[config.mk]
export PLATFORM = sky130hd
export DESIGN_NAME = bram_load_sequencer
export DESIGN_NICKNAME = d
export VERILOG_FILES = /design/src/rtl/bram_load_sequencer_pkg.sv /design/src/rtl/bram_load_sequencer.sv
export SDC_FILE = /design/constraint.sdc
export NUM_CORES = 1
export LEC_CHECK = 0
export CORE_MARGIN = 2
export CORE_UTILIZATION = 55
export CTS_CLUSTER_DIAMETER = 40
export DETAILED_ROUTE_END_ITERATION = 12
export DONT_BUFFER_PORTS = 1
export GPL_TIMING_DRIVEN = 0
export PLACE_DENSITY = 0.75
export SLEW_MARGIN = 30
export SYNTH_ARGS = -nofsm -noshare
export SYNTH_HDL_FRONTEND = slang
export SYNTH_SLANG_ARGS = --single-unit
[constraint.sdc]
create_clock -name clk -period 13.3 [get_ports clk]
set_input_delay 3.325 -clock clk [delete_from_list [all_inputs] [get_ports clk]]
set_output_delay 3.325 -clock clk [all_outputs]
set_load 0.01 [all_outputs]
[src/rtl/bram_load_sequencer_pkg.sv]
// bram_load_sequencer_pkg: shared FSM state, section indices, default sizes and
// the next-nonzero-section search used by the load sequencer.
package bram_load_sequencer_pkg;

    typedef enum logic [1:0] {S_IDLE, S_LOAD, S_ADVANCE, S_FINISH} state_t;

    localparam int SEC_COL_IDX   = 0;
    localparam int SEC_VALUE     = 1;
    localparam int SEC_NODE_INFO = 2;
    localparam int SEC_WEIGHT    = 3;
    localparam int SEC_A         = 4;

    localparam int DEF_NUM_SEC = 5;
    localparam int DEF_ADDR_W  = 18;
    localparam int MAX_SEC     = 32;

    // Lowest set bit of nz at or above index from; MAX_SEC when there is none.
    function automatic logic [5:0] next_nz(input logic [MAX_SEC-1:0] nz, input logic [5:0] from);
        next_nz = 6'(MAX_SEC);
        for (int i = MAX_SEC - 1; i >= 0; i--)
            if (nz[i] && 6'(i) >= from)
                next_nz = 6'(i);
    endfunction

endpackage

[src/rtl/bram_load_sequencer.sv]
// bram_load_sequencer: streams host words into NUM_SEC BRAMs in section order.
// Optional LOAD_CHECKSUM_EN adds a 16-bit running sum of accepted words.
module bram_load_sequencer
    import bram_load_sequencer_pkg::*;
#(
    parameter int LOAD_W  = 32,
    parameter int ADDR_W  = DEF_ADDR_W,
    parameter int NUM_SEC = DEF_NUM_SEC
) (
    input  logic                      clk,
    input  logic                      rst,
    input  logic                      start,
    input  logic [NUM_SEC*ADDR_W-1:0] sec_len,
    input  logic [LOAD_W-1:0]         s_data,
    input  logic                      s_valid,
    output logic                      s_ready,
    output logic [LOAD_W-1:0]         bram_din,
    output logic [ADDR_W-1:0]         bram_addra,
    output logic [NUM_SEC-1:0]        bram_ena,
    output logic [NUM_SEC-1:0]        load_done,
    output logic                      busy,
`ifdef LOAD_CHECKSUM_EN
    output logic [15:0]               checksum,
`endif
    output logic                      all_done
);

    localparam int SW = $clog2(NUM_SEC + 1);
    localparam int NS = 2 ** SW;

    state_t              r_state, w_state_nxt;
    logic [SW-1:0]       r_sec;
    logic [ADDR_W-1:0]   r_len [NS];
    logic [ADDR_W-1:0]   r_cnt;
    logic [LOAD_W-1:0]   r_din;
    logic [ADDR_W-1:0]   r_addr;
    logic [NUM_SEC-1:0]  r_ena;
    logic [NUM_SEC-1:0]  r_done;
    logic                r_all;
    logic [MAX_SEC-1:0]  w_nz_in, w_nz_lat;
    logic [5:0]          w_first, w_next;
    logic [NUM_SEC-1:0]  w_skip, w_adv, w_onehot;
    logic                w_accept, w_last;

    always_comb begin
        w_nz_in  = '0;
        w_nz_lat = '0;
        for (int i = 0; i < NUM_SEC; i++) begin
            w_nz_in[i]  = |sec_len[i*ADDR_W +: ADDR_W];
            w_nz_lat[i] = |r_len[i];
        end
    end

    assign w_first = next_nz(w_nz_in, 6'd0);
    assign w_next  = next_nz(w_nz_lat, 6'(r_sec) + 6'd1);

    // Zero-length sections skipped over are reported done alongside their neighbour.
    always_comb begin
        w_skip = '0;
        w_adv  = '0;
        for (int i = 0; i < NUM_SEC; i++) begin
            w_skip[i] = 6'(i) < w_first;
            w_adv[i]  = 6'(i) >= 6'(r_sec) && 6'(i) < w_next;
        end
    end

    assign w_onehot = NUM_SEC'(1) << r_sec;
    assign w_accept = s_valid && r_state == S_LOAD;
    assign w_last   = r_cnt == r_len[r_sec] - ADDR_W'(1);

    always_ff @(posedge clk or posedge rst)
        if (rst) r_state <= S_IDLE;
        else     r_state <= w_state_nxt;

    always_comb begin
        w_state_nxt = r_state;
        s_ready     = 1'b0;
        busy        = 1'b1;
        case (r_state)
            S_IDLE: begin
                busy = 1'b0;
                if (start)
                    w_state_nxt = (w_first >= 6'(NUM_SEC)) ? S_FINISH : S_LOAD;
            end
            S_LOAD: begin
                s_ready = 1'b1;
                if (w_accept && w_last)
                    w_state_nxt = S_ADVANCE;
            end
            S_ADVANCE: w_state_nxt = (w_next >= 6'(NUM_SEC)) ? S_FINISH : S_LOAD;
            S_FINISH:  w_state_nxt = S_IDLE;
            default:   w_state_nxt = S_IDLE;
        endcase
    end

    always_ff @(posedge clk or posedge rst) begin
        if (rst) begin
            r_sec  <= '0;
            r_cnt  <= '0;
            r_din  <= '0;
            r_addr <= '0;
            r_ena  <= '0;
            r_done <= '0;
            r_all  <= 1'b0;
            for (int i = 0; i < NS; i++)
                r_len[i] <= '0;
        end else begin
            r_ena <= '0;
            if (w_accept) begin
                r_din  <= s_data;
                r_addr <= r_cnt;
                r_ena  <= w_onehot;
                r_cnt  <= w_last ? '0 : r_cnt + ADDR_W'(1);
            end
            case (r_state)
                S_IDLE: if (start) begin
                    for (int i = 0; i < NUM_SEC; i++)
                        r_len[i] <= sec_len[i*ADDR_W +: ADDR_W];
                    r_done <= w_skip;
                    r_all  <= 1'b0;
                    r_sec  <= SW'(w_first);
                    r_cnt  <= '0;
                end
                S_ADVANCE: begin
                    r_done <= r_done | w_adv;
                    r_sec  <= SW'(w_next);
                end
                S_FINISH: r_all <= 1'b1;
                default: ;
            endcase
        end
    end

`ifdef LOAD_CHECKSUM_EN
    logic [15:0] r_csum;
    always_ff @(posedge clk or posedge rst)
        if (rst)                          r_csum <= '0;
        else if (r_state == S_IDLE && start) r_csum <= '0;
        else if (w_accept)                r_csum <= r_csum + s_data[15:0];
    assign checksum = r_csum;
`endif

    assign bram_din   = r_din;
    assign bram_addra = r_addr;
    assign bram_ena   = r_ena;
    assign load_done  = r_done;
    assign all_done   = r_all;

endmodule

* Word level (Yosys, flattened, before mapping) *
Index checks and enable logic that the tools add are counted.

word-level totals
  register bits after elaboration = 174
  input port bits = 126
  output and inout port bits = 63
  logic and storage cells = 108

operators by class
  $add $sub $neg = 3
  magnitude comparators = 23
  equality and inequality tests = 6
  shift operators = 1
  muxes and demuxes = 31
  bitwise logic cells = 2
  reductions and logical operators = 29

operator list
  operator                                                           number
  OR reduction 18 bit                                                10
  two-way mux 18 bit                                                 6
  two-way mux 6 bit                                                  10
  binary-select mux 18 bit (select 3 bit)                            1
  < comparator 1 x 6 -> 1 bit, first input constant                  4
  < comparator 2 x 6 -> 1 bit, first input constant                  4
  adder 18 x 1 -> 18 bit, second input constant                      1
  == test 18 bit                                                     1
  subtractor 18 x 1 -> 18 bit, second input constant                 1
  greater-or-equal comparator 6 x 3 -> 1 bit, second input constant  2
  logical AND 1 bit                                                  12
  < comparator 3 x 6 -> 1 bit, first input constant                  2
  two-way mux 5 bit                                                  2
  one-hot mux 5 bit (2 select lines)                                 1
  greater-or-equal comparator 1 x 4 -> 1 bit, first input constant   2
  greater-or-equal comparator 2 x 4 -> 1 bit, first input constant   2
  two-way mux 2 bit                                                  4
  one-hot mux 2 bit (4 select lines)                                 1
  AND reduction 2 bit                                                4
  greater-or-equal comparator 1 x 3 -> 1 bit, first input constant   2
  greater-or-equal comparator 2 x 3 -> 1 bit, first input constant   2
  one-hot mux 3 bit (2 select lines)                                 1
  OR 5 bit                                                           1
  << shifter 1 x 3 -> 5 bit, first input constant                    1
  14 further kinds                                                   18

* Logic depth before layout (Yosys ltp) *
  depth in word-level cells = 12
  gate-level depth with buffers = 15
  gate-level depth less buffers = 11

* Worst setup path before layout *
No wires, ideal clock.

  kind = input -> register
  start point = input sec_len[3]
  end point = register r_state[1]
  setup time = 0.067 ns
  data arrival time = 4.906 ns
  required time = 13.233 ns
  slack = 8.328 ns
  stages = 7
  path buffers = 0
  cell sequence = or4_1 > nor4_1 > and2_1 > nand2_1 > o21a_1 > o21ai_0 > and3_1

on the way
  longest elaborated chain between the ends = 6

ends and longest elaborated chain
  item                                        RTL line                       text
  start: declaration                          bram_load_sequencer.sv:13      input logic [NUM_SEC*ADDR_W-1:0] sec_len,
  OR reduction 18 bit                         bram_load_sequencer.sv:49      w_nz_in[i] = |sec_len[i*ADDR_W +: ADDR_W];
  two-way mux 6 bit                           bram_load_sequencer_pkg.sv:21  if (nz[i] && 6'(i) >= from)
  greater-or-equal comparator 6 x 3 -> 1 bit  bram_load_sequencer.sv:83      w_state_nxt = (w_first >= 6'(NUM_SEC)) ? S_FINISH : S_LOAD;
  two-way mux 2 bit                           bram_load_sequencer.sv:83
  two-way mux 2 bit                           bram_load_sequencer.sv:82      if (start)
  one-hot mux 2 bit (4 select lines)          bram_load_sequencer.sv:79      case (r_state)
  end signal: assignment                      bram_load_sequencer.sv:73      else r_state <= w_state_nxt;
  end: declaration                            bram_load_sequencer.sv:31      state_t r_state, w_state_nxt;

No other way between the ends. The select of a mux whose other input is x is not followed.
A chain may end at the register's enable or synchronous reset.

* Worst setup path after layout *
  start point = input start
  end point = register r_len[126] (netlist name)

on the way
  longest elaborated chain between the ends = 1

ends and longest elaborated chain
  item                            RTL line                    text
  start: declaration              bram_load_sequencer.sv:12   input logic start,
  AND reduction 2 bit (no line)   n/a
  end signal: indexed assignment  bram_load_sequencer.sv:118  r_len[i] <= sec_len[i*ADDR_W +: ADDR_W];
  end: declaration                bram_load_sequencer.sv:33   logic [ADDR_W-1:0] r_len [NS];

No other way between the ends.

==> impl_metrics.tcl <==
set metrics [dict create \
    die_y_um 132 \
    grt_pass1_wl_um 39600 \
    wl_met3_um 2040 \
    cts_sinks 174 \
    endpoint_kind "register" \
    worst_hold_slack_ps 543 \
    diodes 0 \
    synth_top_area_share_pct 48.4 \
    start_kind "input port" \
    syn_inst 875 \
    synth_edf_count 0 \
    wl_met2_um 11600 \
    reg2regPathDepth 15 \
    clk_pin_slew_ps 70 \
    netlist-cell-type-count 73 \
    viasPerCell 6.29 \
    synth_top_area_cell "dfrtp_1" \
    grt_use_total_pct 29.1 \
    timing.setup.tns_ps 0 \
    die_area_sq_um 17400 \
    rsz0062_at_grt "false" \
    ys_seq_elements 174 \
    cts_buffers 17 \
    peakVddDrop_uv 164 \
    hold_start "bram_addra[17]" \
    initial_utilization_pct 56.5 \
    holdPathEnd "bram_addra[17]" \
    fmax_mhz 186 \
    mappedNetlistArea_sq_um 9000 \
    vias 7080 \
    grt_pass1_vias 7186 \
    dr.pass1.iters 5 \
    clock_latency_ps 430 \
    yosys_warnings 54 \
    postRouteAntennaNets 0 \
    tightest_slew_ps 1100 \
    m1WireLength_um 10200 \
    max_slew_margin_pct 26.2 \
    period_needed_ps 5370 \
    htreeDepth 4 \
    power.leakage_nw 4.29 \
    ys.flop_type "dfrtp_1" \
    area_delta_synth_final_pct 10.2 \
    highest_layer "met4" \
    initialDrtViolationCount 464 \
    r2r-end "r_cnt[14]" \
    path_max_fanout 10 \
    seq_area_frac_synth_pct 48.4 \
    clk_path_buf_depth 2 \
    grt_antenna_before_repair 0 \
    mostFrequentLayoutCell "dfrtp_1" \
    r2r_start "r_sec[0]" \
    grt_max_degree 90 \
    core_sq_um 15900 \
    wl_per_cell_um 22.1 \
    mostFrequentLayoutCells "dfrtp_1 (174), nand2_1 (173), mux2_2 (101), nor2_1 (48), nor4_1 (46)" \
    cts_tree "built" \
    r2r_slack_ps 8780 \
    cts_resized 0 \
    drive_above_1_share_pct 17.7 \
    cts_root_buf "clkbuf_16" \
    worstHoldPathCells 2 \
    worstPathArrival_ps 5680 \
    async_reset_ff_share_pct 100 \
    fill_cells 1340 \
    avgSynthCellArea_sq_um 10.3 \
    syn_nets 1011 \
    fin_nets 1032 \
    post_cts.repair.setup_buffers 0 \
    maxSlewViolCount 0 \
    synth.area.top_cells "dfrtp_1 (48%), mux2_2 (13%), nand2_1 (7.2%), nor4_1 (3.2%), mux2i_1 (2.2%)" \
    power-per-cell-area_nw_per_um2 267 \
    rows 46 \
    hold_viol_final 0 \
    cts_hold_buffers 0 \
    finClkSkew_ps 9.58 \
    drcViolationCount 0 \
    hpwl_um 19100 \
    hold_path_class "reg -> reg" \
    timing.final.crit_share_pct 40.4 \
    place.gp.congestion 0.951 \
    status "completed" \
    die_w_um 132 \
    setup_violations 0 \
    worstPathRequired_ps 13610 \
    worstSetupPathType "in -> reg" \
    routed_wl_um 24900 \
    pin_count 189 \
    grt-ovfl-total 0 \
    drv_cap 0 \
    port_buffers 0 \
]
==> metal layers <==
layer  global-route usage, %  vias to the layer above
li1                        -                     3207
met1                    37.1                     3453
met5                       0                        -
met3                    7.73                       77
met4                    14.4                        0
met2                    46.1                      343
==> power breakdown <==
group,switching [W],internal (W)
clock network,0.000228,0.000277
logic,0.000657,0.000496
registers,0.000244,0.000745
==> synth_stat cells (all sizes together) (3+ instances only) <==
cell type	instances
a31oi	5
inv	10
o22ai	5
buf	11
a21oi	13
mux4	3
a22oi	5
nand4bb	3
or4	11
mux2i	20
nand4	14
clkbuf	30
or3	3
ha	10
o2bb2ai	3
a221oi	3
o21a	5
and4	5
nor4	46
o211ai	3
nor3	15
and2	8
dfrtp	174
nor2	48
mux2	102
xor2	18
and3	15
nand2	174
o221ai	5
nor2b	5
xnor2	18
o21ai	23
nand3	20
==> state kept, by name, summed over array words and instances, names as in the netlist <==
signal	flops
bram_din	32
r_cnt	18
r_state	2
bram_ena	5
all_done	1
r_len	90
load_done	5
r_sec	3
bram_addra	18
==> through the flow <==
stage | total power (W) | setup WS, ps | std cells | area (sq um) | utilization, %
after detailed placement | 0.00211 | 7600 | 1092 | 9310 | 58.4
final | 0.00265 | 7930 | 1125 | 9920 | 62.2
after floorplan | 0.00178 | 5260 | 875 | 9000 | -
after global placement | 0.00208 | 3500 | 1091 | 9270 | 58.2
after CTS | 0.00263 | 8020 | 1124 | 9910 | 62.1
after global routing | 0.00281 | 7890 | 1125 | 9920 | 62.2
==> critical path, cell delays in order <==
cell	delay, ps
inv_1	130
nor2_1	610
clkbuf_1	550
clkbuf_1	640
mux2_2	420
==> cells by family (layout without fill, tap and decap cells) <==
family	Yosys count	in the layout	synth area share, %
muxes	125	125	15.8
DFF	174	174	48.4
AOI/OAI and AO/OA	96	96	7.74
adders and majority gates	10	10	1.39
xor gates and xnor gates	36	36	3.50
buffers and inverters	53	87	2.56
and+or+nand+nor	381	381	20.7
==> worst max-delay path by stage <==
stage / startpoint / end / slack, ps
3_3_place_gp: rst / r_len[132] / 3500
6_report: start / r_len[126] / 7930
3_5_place_dp: start / r_len[62] / 7600
2_1_floorplan: rst / all_done / 5260
5_1_grt: start / r_len[88] / 7890
4_1_cts: start / r_len[70] / 8020
==> cell type report <==
type / instances / area, sq um / area share [%]
timing repair buffer: 2 / 32.5 / 0.328
clock inverter: 13 / 148 / 1.49
clock buffer: 19 / 453 / 4.57
buffer: 41 / 185 / 1.87
sequential: 174 / 4350 / 43.9
multi-input combinational: 648 / 4420 / 44.6
inverter: 12 / 52.6 / 0.530
tap: 216 / 270 / 2.72
Power figures use the tool's default switching activity.
